`config.mk`:
```
export PLATFORM = sky130hd
export DESIGN_NAME = ifu_fetch_flat
export DESIGN_NICKNAME = d
export VERILOG_FILES = /design/src/rtl/ifu_fetch_if.sv /design/src/rtl/ifu_fetch.sv /design/src/flat_wrapper.sv
export SDC_FILE = /design/constraint.sdc
export NUM_CORES = 1
export LEC_CHECK = 0
export BUFFER_PORTS_ARGS = -buffer_cell sky130_fd_sc_hd__buf_2
export CAP_MARGIN = 20
export CORE_UTILIZATION = 30
export CTS_CLUSTER_SIZE = 8
export DETAILED_ROUTE_END_ITERATION = 8
export SLEW_MARGIN = 5
export SYNTH_ARGS = -nofsm -noshare
export SYNTH_HDL_FRONTEND = slang
export SYNTH_SLANG_ARGS = --single-unit
export TNS_END_PERCENT = 1
```
`constraint.sdc`:
```
create_clock -name clk -period 2.2 [get_ports clk]
set_input_delay 0.22 -clock clk [delete_from_list [all_inputs] [get_ports clk]]
set_output_delay 0.22 -clock clk [all_outputs]
set_load 0.05 [all_outputs]
```
`src/rtl/ifu_fetch_if.sv`:
```
// Fetch-side signal bundle between the hazard/decode logic, the instruction memory and ifu_fetch.
// Control and memory data flow toward the fetch unit; fetch address and D-stage state flow back.
interface ifu_fetch_if;
   logic        stall;
   logic        flush;
   logic        redirect;
   logic [31:0] target;
   logic [31:0] im_addr;
   logic [31:0] instr;
   logic [31:0] instr_d;
   logic [31:0] pc_d;
   logic [31:0] pc8_d;
   logic        valid_d;
   logic        adel_d;

   modport master (
      output stall, flush, redirect, target, instr,
      input  im_addr, instr_d, pc_d, pc8_d, valid_d, adel_d
   );

   modport slave (
      input  stall, flush, redirect, target, instr,
      output im_addr, instr_d, pc_d, pc8_d, valid_d, adel_d
   );
endinterface

```
`src/rtl/ifu_fetch.sv`:
```
// PC register plus IF/ID pipeline register; fetch latency 1 cycle (im_addr in cycle n lands in D at edge n).
// stall holds PC and D and parks any redirect until the first unstalled edge; flush inserts a bubble in D.
module ifu_fetch #(
   parameter logic [31:0] RESET_PC = 32'h0000_3000,
   parameter int          IM_WORDS = 4096
) (
   input logic       clk,
   input logic       reset,
   ifu_fetch_if.slave fi
);

   localparam logic [31:0] PC_LAST = RESET_PC + 32'(4 * IM_WORDS) - 32'd4;

   logic [31:0] pc_f;
   logic [31:0] pend_t;
   logic        pend_v;
   logic        adel_f;

   logic [31:0] instr_d;
   logic [31:0] pc_d;
   logic        valid_d;
   logic        adel_d;

   assign adel_f = (pc_f[1:0] != 2'b00) | (pc_f < RESET_PC) | (pc_f > PC_LAST);

   // A redirect seen during a stall is parked so it survives the redirect source dropping.
   always_ff @(posedge clk) begin
      if (!reset) begin
         pc_f   <= RESET_PC;
         pend_v <= 1'b0;
         pend_t <= 32'h0;
      end else if (fi.stall) begin
         if (fi.redirect) begin
            pend_v <= 1'b1;
            pend_t <= fi.target;
         end
      end else if (fi.redirect) begin
         pc_f   <= fi.target;
         pend_v <= 1'b0;
      end else if (pend_v) begin
         pc_f   <= pend_t;
         pend_v <= 1'b0;
      end else begin
         pc_f   <= pc_f + 32'd4;
      end
   end

   // Memory data is never trusted for an illegal fetch; D receives a nop instead.
   always_ff @(posedge clk) begin
      if (!reset || fi.flush) begin
         instr_d <= 32'h0;
         pc_d    <= RESET_PC;
         valid_d <= 1'b0;
         adel_d  <= 1'b0;
      end else if (!fi.stall) begin
         instr_d <= adel_f ? 32'h0 : fi.instr;
         pc_d    <= pc_f;
         valid_d <= 1'b1;
         adel_d  <= adel_f;
      end
   end

   assign fi.im_addr = pc_f;
   assign fi.instr_d = instr_d;
   assign fi.pc_d    = pc_d;
   assign fi.pc8_d   = pc_d + 32'd8;
   assign fi.valid_d = valid_d;
   assign fi.adel_d  = adel_d;

endmodule

```
`src/flat_wrapper.sv`:
```
// flat-port wrapper written by rule: the top's interface ports become plain ports
module ifu_fetch_flat 
#(
   parameter logic [31:0] RESET_PC = 32'h0000_3000,
   parameter int          IM_WORDS = 4096
)
  (clk, reset, fi_stall, fi_flush, fi_redirect, fi_target, fi_instr, fi_im_addr, fi_instr_d, fi_pc_d, fi_pc8_d, fi_valid_d, fi_adel_d);
  ifu_fetch_if fi_i ();
  input logic clk;
  input logic reset;
  input wire logic [$bits(fi_i.stall)-1:0] fi_stall;
  input wire logic [$bits(fi_i.flush)-1:0] fi_flush;
  input wire logic [$bits(fi_i.redirect)-1:0] fi_redirect;
  input wire logic [$bits(fi_i.target)-1:0] fi_target;
  input wire logic [$bits(fi_i.instr)-1:0] fi_instr;
  output wire logic [$bits(fi_i.im_addr)-1:0] fi_im_addr;
  output wire logic [$bits(fi_i.instr_d)-1:0] fi_instr_d;
  output wire logic [$bits(fi_i.pc_d)-1:0] fi_pc_d;
  output wire logic [$bits(fi_i.pc8_d)-1:0] fi_pc8_d;
  output wire logic [$bits(fi_i.valid_d)-1:0] fi_valid_d;
  output wire logic [$bits(fi_i.adel_d)-1:0] fi_adel_d;
  assign fi_i.stall = fi_stall;
  assign fi_i.flush = fi_flush;
  assign fi_i.redirect = fi_redirect;
  assign fi_i.target = fi_target;
  assign fi_i.instr = fi_instr;
  assign fi_im_addr = fi_i.im_addr;
  assign fi_instr_d = fi_i.instr_d;
  assign fi_pc_d = fi_i.pc_d;
  assign fi_pc8_d = fi_i.pc8_d;
  assign fi_valid_d = fi_i.valid_d;
  assign fi_adel_d = fi_i.adel_d;
  ifu_fetch #(.RESET_PC(RESET_PC), .IM_WORDS(IM_WORDS)) u_core (.clk(clk), .reset(reset), .fi(fi_i));
endmodule
```
# ---- After elaboration in Yosys (flattened, before gate mapping)
# Index checks and enable logic that the tools add are counted.
dict set report word_totals {
  regBits 131
  input_bits 69
  output_inout_bits 130
  word_cells 21
}
dict set report classes {
  addsub 2
  n_lt_le_gt_ge 2
  n_mux 3
  bitwise_logic 2
  n_reduce_logical 5
}
# cell n
set ops {}
lappend ops {{two-way mux 32 bit} 3}
lappend ops {{adder 32 x 3 -> 32 bit, second input constant} 1}
lappend ops {{adder 32 x 4 -> 32 bit, second input constant} 1}
lappend ops {{> comparator 32 x 15 -> 1 bit, second input constant} 1}
lappend ops {{< comparator 32 x 14 -> 1 bit, second input constant} 1}
lappend ops {{AND reduction 2 bit} 2}
lappend ops {{OR 1 bit} 2}
lappend ops {{nonzero test 2 bit} 1}
lappend ops {{zero test 1 bit} 1}
lappend ops {{logical OR 1 bit} 1}

# ---- Depth between registers and ports, before layout
# Gate-level depths: netlist of run 1.
dict set report depth {
  depth_word 4
  mapped_depth 8
}

# ---- Worst setup path after synthesis of run 1
# Ideal clock, no wire load.
dict set report synth_timing {
  kind {reg2out}
  start {register u_core.pc_d[10] (netlist: u_core.fi.pc_d[10])}
  end {output fi_pc8_d[30]}
  arrival_ps 2461
  path_slack_ps -481
  path_stages_with_launch 7
  path_buffers 1
  cell_sequence {dfxtp_1 -> and4_1 -> and2_1 -> buf_2 -> nand4_1 -> nor3_1 -> xor2_1}
}
dict set report synth_via {
  elab_chain_cells 1
}
# element line
set synth_rtl {}
lappend synth_rtl {{start: declaration} ifu_fetch.sv:20} ;# logic [31:0] pc_d;
lappend synth_rtl {{start signal: assignment} ifu_fetch.sv:57} ;# pc_d <= pc_f;
lappend synth_rtl {{adder 32 x 4 -> 32 bit} ifu_fetch.sv:66} ;# assign fi.pc8_d = pc_d + 32'd8;
lappend synth_rtl {{end: declaration} flat_wrapper.sv:19} ;# output wire logic [$bits(fi_i.pc8_d)-1:0] fi_pc8_d;
# No other way between the ends.

# ---- Worst setup path after layout of run 1
dict set report layout_timing {
  start {register u_core.pc_d[6] (netlist: u_core.fi.pc_d[6])}
  end {output fi_pc8_d[28]}
}
# The elaborated chain is that of the path after synthesis.

==> flow_summary.json, run 1 <==
{
  "cp-start-kind": "flop",
  "firstDrtPassIters": 6,
  "io_pins": 199,
  "period_minus_slack_ps": 2250,
  "end_kind": "output pin",
  "die_h_um": 151,
  "start_util_pct": 30.7,
  "gr-usage-all-layers_pct": 19.1,
  "leakage_nw": 3.93,
  "clk_pin_slew_ps": 60,
  "yosysMostFrequentCell": "dfxtp_1",
  "antenna_cells": 0,
  "powerDensity_nw_per_um2": 677,
  "yosys_register_bits": 131,
  "max_freq_mhz": 444,
  "min_period_over_period_pct": 102,
  "stdcell_area_sq_um": 9110,
  "critPathMaxFanout": 4,
  "synth-edff-count": 0,
  "die_w_um": 151,
  "drv_slew": 0,
  "crit_type": "flop to output pin",
  "drt-initial-drc-count": 439,
  "grt_pass1_vias": 5834,
  "syn-mean-instance-area_sq_um": 8.76,
  "cp.arrival_ps": 2030,
  "gp_congestion": 0.824,
  "yosysSeqAreaShare_pct": 39.2,
  "grt_overflow": 0,
  "cts_tree": "yes",
  "synthCells": 764,
  "root_buffer": "clkbuf_16",
  "ir_drop_mv": 0.468,
  "slew_headroom_pct": 62.0,
  "cts_buffers": 17,
  "wirelength_um": 21900,
  "wl_per_cell_um": 17.1,
  "h-tree-depth": 4,
  "syn_nets": 835,
  "setup-violations-final": 6,
  "die_area_sq_um": 22900,
  "ys.flop_type": "dfxtp_1",
  "fin_ws_ps": -53.2,
  "vias": 6395,
  "final_nets": 1057,
  "cp.required_ps": 1980,
  "grt_max_degree": 37,
  "pre_cts_ws_ps": 164,
  "tightestPinTransition_ps": 570,
  "synth.distinct_cells": 70,
  "drt-vias-per-instance": 5.00,
  "synth_commonest_cells": "131 x dfxtp_1, 113 x nand2_1, 67 x nor2_1",
  "route.detailed.drc": 0,
  "detail-route-antenna-nets": 0,
  "io_buffer_count": 198,
  "core_area_sq_um": 21800,
  "syn_area_sq_um": 6700,
  "rows": 54,
  "clk_latency_ps": 410,
  "place_area_sq_um": 8230,
  "clock_path_buffers": 2,
  "dp.final_hpwl_um": 15900,
  "min_path_type": "input pin to flop",
  "grt_antenna_before_repair": 0,
  "drive_gt1_share_pct": 42.3,
  "violations": "setup timing",
  "synth_top_area_cell": "dfxtp_1",
  "hold_viol_final": 0,
  "clock_skew_ps": 11.5,
  "clkSinkCount": 131,
  "outcome": "finished with violations",
  "ys_top_cells_by_area": "dfxtp_1 39%, nand2_1 6.3%, a22oi_2 5.4%, mux2i_1 5.1%, nor2_1 3.8%",
  "synth_top_cell_area_share_pct": 39.2,
  "postCtsHoldBufs": 0,
  "area_growth_pct": 36.0,
  "grt_pass1_wl_um": 33500,
  "synthArstFlopShare_pct": 0,
  "yosysWarningCount": 0,
  "maxCapViolations": 0,
  "timing.hold.ws_ps": 29.7,
  "rsz0062_at_grt": "true"
}
what timing repair did:
action	CTS	global route
pin swaps	9	10
cloned	0	0
buffers inserted	8	7
setup endpoints to repair	20	17
gates resized for setup	41	28
worst max-delay path, cell delays in order (launching register included):
cell and delay (ps):
dfxtp_4 340, and3_4 200, and4_4 230, nand4_1 190, buf_4 220, nor2_4 100, xnor2_1 130, buf_4 210
per-stage QoR:
| step | TNS, ps | cells | total power, W | utilization (%) |
|---|---|---|---|---|
| finish | -105 | 1278 | 0.00616 | 41.7 |
| global route | -1070 | 1278 | 0.00642 | 41.7 |
| CTS | -370 | 1271 | 0.00622 | 41.1 |
| detailed placement | 0 | 1232 | 0.00352 | 37.7 |
| global placement | 0 | 1232 | 0.00352 | 37.7 |
| floorplan | -1470 | 764 | 0.00321 | - |
final timing paths:
path,startpoint,end,slack [ps],cells past startpoint
max,u_core.fi.pc_d[6],fi_pc8_d[28],-50,7
min,fi_instr[13],u_core.fi.instr_d[13],30,3
max reg2reg,u_core.fi.im_addr[21],u_core.fi.im_addr[23],380,5
min reg2reg,u_core.pend_t[23],u_core.pend_t[23],460,2
area by class of cell:
cell class	instances	area, sq um
Clock buffer	19	453
Tap cell	280	350
Clock inverter	12	108
Fill cell	2254	12700
Multi-Input combinational cell	560	3870
Timing Repair Buffer	265	1620
Sequential cell	131	2670
Inverter	11	41.3
cell usage in the layout, fill, tap and decap left out, types with 29 or more instances in the layout:
cell type,count
a21boi_0,33
nor2_2,31
buf_4,71
a22oi_2,29
o21ai_0,30
nor2_1,59
nand2_1,113
mux2i_1,34
a21oi_1,33
buf_2,178
dfxtp_1,117
metal layers:
layer,up-vias,routed length (um),GRT usage [%]
met3,18,1190,2.80
met2,216,10100,29.7
met5,-,0,0
li1,3148,-,-
met4,0,327,5.65
met1,3013,10300,27.1
state kept, by name (all words and copies together) (netlist names):
signal             count
u_core.fi.im_addr     32
u_core.fi.instr_d     32
u_core.fi.pc_d        32
u_core.pend_t         32
u_core.fi.adel_d       1
u_core.fi.valid_d      1
u_core.pend_v          1
kinds of logic after synthesis:
kind of cell | after synthesis | share of synthesized area, %
AND/OR/NAND/NOR | 305 | 23.2
AO/OA/AOI/OAI | 189 | 21.6
flip-flops | 131 | 39.2
buffers and inverters | 73 | 6.60
multiplexers | 34 | 5.08
XOR/XNOR | 30 | 3.92
adder cells (fa/ha/maj) | 2 | 0.374
report_power, final:
part	internal, W	leakage (nW)	total (W)	switching, W
combinational	0.000307	2.60	0.000939	0.000632
sequential	0.00245	1.07	0.00254	0.0000891
clock	0.00161	0.260	0.00269	0.00108
total	0.00436	3.93	0.00616	0.00180
Power figures use the tool's default switching activity.
==> run 2, diff against run 1 <==
- PLACE_DENSITY_LB_ADDON: unset -> 0.3
==> run 2 against run 1 <==
Compared with the run above:
- the run still ends with setup timing left
- hold slack worse by 10 ps
- die area unchanged
- sequential share of layout area down 0.44 points
- fmax up 1.9%
- setup slack better by 42 ps
- sequential cell count unchanged
- core utilization up 0.54 points
- sequential power about the same
- register-to-register slack worse by 100 ps
- critical path type unchanged
- largest cell class unchanged
==> flow_summary.json, run 2 (synthesis results as in run 1) <==
{
  "r2r_slack_ps": 280,
  "drt-vias-per-instance": 5.03,
  "clock_path_buffers": 2,
  "met3_usage_pct": 3.19,
  "final_cells": 1282,
  "period_minus_slack_ps": 2210,
  "route.detailed.drc": 0,
  "grt_pass1_wl_um": 32900,
  "max_freq_mhz": 452,
  "cts_tree": "yes",
  "grt.met2_usage_pct": 29.2,
  "fin_ws_ps": -11.1,
  "power_w": 0.00666,
  "dp.final_hpwl_um": 15800,
  "area_growth_pct": 37.8,
  "drive_gt1_share_pct": 42.2,
  "firstDrtPassIters": 5,
  "antenna_cells": 0,
  "outcome": "finished with violations",
  "min_path_type": "input pin to flop",
  "slew_headroom_pct": 64.2,
  "critPathMaxFanout": 5,
  "grt_overflow": 0,
  "clkSinkCount": 131,
  "rsz0062_at_grt": "true",
  "die_h_um": 151,
  "tightestPinTransition_ps": 536,
  "maxCapViolations": 0,
  "io_buffer_count": 198,
  "end_kind": "output pin",
  "grt_busiest_layer": "met2",
  "leakage_nw": 4.01,
  "hp-start": "fi_instr[6]",
  "mostFrequentLayoutCells": "182 x buf_2, 118 x dfxtp_1, 113 x nand2_1",
  "critPathLaunch": "u_core.fi.pc_d[6]",
  "violations": "setup timing",
  "min_period_over_period_pct": 101,
  "crit_type": "flop to output pin",
  "grt_antenna_before_repair": 0,
  "timing.hold.ws_ps": 19.6,
  "io_pins": 199,
  "drv_slew": 0,
  "gr-usage-all-layers_pct": 18.9,
  "h-tree-depth": 4,
  "hold_viol_final": 0,
  "grt_max_degree": 73,
  "setup-violations-final": 1,
  "die_area_sq_um": 22900,
  "clk_pin_slew_ps": 60,
  "wirelength_um": 21900,
  "gp_congestion": 0.815,
  "clock_skew_ps": 8.23,
  "cp.arrival_ps": 1990,
  "place_area_sq_um": 8230,
  "clk_latency_ps": 420,
  "stdcell_area_sq_um": 9230,
  "root_buffer": "clkbuf_16",
  "detail-route-antenna-nets": 0,
  "nFillCells": 2190,
  "final_nets": 1060,
  "grt_pass1_vias": 5826,
  "die_w_um": 151,
  "grtUsageMet1_pct": 26.9,
  "cp.required_ps": 1980,
  "dp_cells": 1231,
  "powerDensity_nw_per_um2": 722,
  "pre_cts_ws_ps": 130,
  "core_area_sq_um": 21800,
  "cts_buffers": 17,
  "ir_drop_mv": 0.435,
  "rows": 54,
  "wl_per_cell_um": 17.1,
  "cp-start-kind": "flop",
  "r2r-start": "u_core.fi.im_addr[16]",
  "postCtsHoldBufs": 0,
  "vias": 6443,
  "drt-initial-drc-count": 319,
  "start_util_pct": 30.7,
  "final_common_cell": "buf_2"
}
[run 2: cell type report]
cell class	instances	area (sq um)	area share, %
well taps	280	350	3.80
clock inverters	12	204	2.21
repair buffers	268	1630	17.7
multi-input cells	560	3880	42.1
clock buffers	20	457	4.95
flip-flops and latches	131	2660	28.8
inverters	11	41.3	0.448
[run 2: final timing paths]
check	end	cells after the start
worst max-delay path	fi_pc8_d[26]	7
worst min-delay path	u_core.fi.instr_d[6]	3
worst max register to register	u_core.fi.im_addr[23]	5
worst min register to register	u_core.fi.valid_d	2
[run 2: metrics by stage]
step	TNS (ps)	utilization, %
after floorplan	-1470	-
after global routing	-563	42.3
final	-11.1	42.3
after detailed placement	0	37.7
after global placement	0	37.7
after CTS	-164	41.8
[run 2: critical path: stages, from the launching register on]
cell	delay (ps)
dfxtp_4	340
and3_4	200
and4_1	220
nand4_1	180
buf_6	190
nor2_4	90
xor2_2	160
buf_6	180
[run 2: per-layer routing]
metal	wire length [um]	share of wire, %	up-vias
met2	10300	47	189
li1	-	-	3153
met5	0	0	-
met4	240	1.1	0
met3	1120	5.1	13
met1	10300	47	3088
[run 2: power by group]
group	total [W]	internal (W)	leakage, nW	switching [W]
logic	0.000926	0.000303	2.62	0.000622
registers	0.00254	0.00245	1.07	0.0000961
clock network	0.00319	0.00207	0.312	0.00112
[run 2: repair_timing]
action | CTS | global route
resized for setup | 38 | 22
gates cloned | 0 | 0
pin swaps | 8 | 6
endpoints found under the setup margin | 20 | 18
buffers inserted | 16 | 3
==> run 3, diff against run 2 <==
- clock period: 2.2 -> 1.8 ns (I/O delays scaled with it)
==> run 3 against run 2 <==
Compared with the run above:
- the flow still finishes with violations (setup timing)
- clock skew decreased by 1.5 ps
- clock power increased by 5%
- combinational power increased by 38%
- total power increased by 16%
- sequential share of layout area decreased by 1.8 points
- critical path depth increased by 1
- sequential cell count unchanged
- setup slack got worse by 380 ps
- global-route usage decreased by 0.57 points
- hold slack improved by 0.57 ps
- sequential power increased by 21%
- routed wire length decreased by 3.8%
- critical endpoint is now fi_pc8_d[25]
==> flow_summary.json, run 3 (synthesis results as in run 1) <==
{
  "outcome": "finished with violations",
  "violations": "setup timing",
  "rsz0062_at_grt": "true",
  "p_sw_share_pct": 29.3,
  "leakage_nw": 4.31,
  "stdcell_area_sq_um": 9940,
  "grt_pass1_vias": 6069,
  "min_period_over_period_pct": 122,
  "slew_headroom_pct": 68.1,
  "die_w_um": 151,
  "cp.arrival_ps": 2010,
  "place_area_sq_um": 8780,
  "nFillCells": 2072,
  "hold_path_depth": 3,
  "p_seq_share_pct": 39.8,
  "cts_buffers": 17,
  "drv_slew": 0,
  "clkSinkCount": 131,
  "fin_ws_ps": -390,
  "setup-violations-final": 22,
  "root_buffer": "clkbuf_16",
  "power_w": 0.00770,
  "start_util_pct": 30.7,
  "io_pins": 199,
  "dp_cells": 1281,
  "min_to": "u_core.fi.instr_d[26]",
  "hold_viol_final": 0,
  "r2r-start": "u_core.fi.im_addr[2]",
  "route.detailed.drc": 0,
  "worst_r2r_endpoint": "u_core.fi.im_addr[20]",
  "dp.final_hpwl_um": 15500,
  "ir_drop_mv": 0.614,
  "clock_path_buffers": 2,
  "grt_overflow": 0,
  "finish.utilization_pct": 45.6,
  "final_common_cell": "buf_2",
  "drt-vias-per-instance": 4.86,
  "die_area_sq_um": 22900,
  "wirelength_um": 21100,
  "io_buffer_count": 198,
  "grt_max_degree": 70,
  "timing.hold.ws_ps": 20.2,
  "grt_pass1_wl_um": 32500,
  "die_h_um": 151,
  "cts_tree": "yes",
  "min_path_type": "input pin to flop",
  "detail-route-antenna-nets": 0,
  "cp-start-kind": "flop",
  "drive_gt1_share_pct": 44.6,
  "final_cells": 1347,
  "p_sw_w": 0.00225,
  "cp.required_ps": 1620,
  "area_growth_pct": 48.5,
  "wl_per_cell_um": 15.6,
  "internal-power_w": 0.00545,
  "antenna_cells": 0,
  "rr_worst_depth": 6,
  "p_comb_share_pct": 16.6,
  "core_area_sq_um": 21800,
  "gp_congestion": 0.817,
  "clock_skew_ps": 6.76,
  "max_freq_mhz": 457,
  "gr-usage-all-layers_pct": 18.3,
  "maxCapViolations": 0,
  "vias": 6550,
  "hp-start": "fi_instr[26]",
  "powerDensity_nw_per_um2": 775,
  "critPathMaxFanout": 3,
  "mostFrequentLayoutCells": "174 x buf_2, 111 x nand2_1, 103 x dfxtp_1",
  "tightestPinTransition_ps": 479,
  "grt_antenna_before_repair": 0,
  "rows": 54,
  "r2r_slack_ps": 130,
  "crit_type": "flop to output pin",
  "end_kind": "output pin",
  "firstDrtPassIters": 5,
  "clk_pin_slew_ps": 60,
  "pwr-share-clk_pct": 43.6,
  "h-tree-depth": 4,
  "period_minus_slack_ps": 2190,
  "drt-initial-drc-count": 360,
  "final_nets": 1125,
  "clk_latency_ps": 420
}
## run 3: final cells by class
cell class | count | area (sq um) | area share, %
well taps | 280 | 350 | 3.52
multi-input cells | 560 | 4010 | 40.3
clock buffers | 18 | 450 | 4.53
inverters | 11 | 41.3 | 0.415
flip-flops and latches | 131 | 2680 | 27.0
clock inverters | 14 | 129 | 1.30
repair buffers | 333 | 2280 | 22.9
## run 3: power by group through the flow
stage                     Clock (W)  Combinational, W  Sequential [W]
final                       0.00336           0.00128         0.00307
after global placement            0           0.00120         0.00313
after CTS                   0.00344           0.00128         0.00306
after floorplan                   0          0.000531         0.00339
after global routing        0.00354           0.00137         0.00308
after detailed placement          0           0.00121         0.00313
## run 3: worst max-delay path: stages, from the launching register on
cell and delay [ps]:
dfxtp_4 340, nand4_1 130, nor2_2 170, nand4_1 220, buf_4 210, nor2_1 90, buf_4 140, xor2_4 130
buf_6 170
## run 3: how the worst max path moves through the flow
| stage | startpoint | end | slack, ps | cells after the start |
|---|---|---|---|---|
| 2_1_floorplan | u_core.fi.pc_d[10] | fi_pc8_d[30] | -290 | 6 |
| 3_3_place_gp | u_core.fi.pc_d[6] | fi_pc8_d[30] | -100 | 7 |
| 3_5_place_dp | u_core.fi.pc_d[6] | fi_pc8_d[30] | -120 | 7 |
| 4_1_cts | u_core.fi.pc_d[18] | fi_pc8_d[29] | -460 | 6 |
| 5_1_grt | u_core.fi.pc_d[18] | fi_pc8_d[25] | -520 | 8 |
| 6_report | u_core.fi.pc_d[18] | fi_pc8_d[25] | -390 | 8 |
## run 3: timing repair
action,CTS,global route
hold buffers,31,0
cloned,0,0
endpoints found under the hold margin,31,0
gates resized for setup,60,13
endpoints found under the setup margin,23,28
setup buffers,3,0
pin swaps,16,5
## run 3: routing by layer
| layer | GRT usage, % | vias to the layer above | share of wire, % |
|---|---|---|---|
| li1 | - | 3286 | - |
| met1 | 26.6 | 3056 | 49 |
| met2 | 26.9 | 184 | 45 |
| met3 | 2.47 | 24 | 4.5 |
| met4 | 7.20 | 0 | 1.9 |
| met5 | 0 | - | 0 |
## run 3: metrics by stage
step | setup WS, ps | setup TNS [ps]
6_report | -390 | -4560
5_1_grt | -524 | -6960
4_1_cts | -460 | -5420
3_5_place_dp | -122 | -500
3_3_place_gp | -99.2 | -310
2_1_floorplan | -293 | -6130
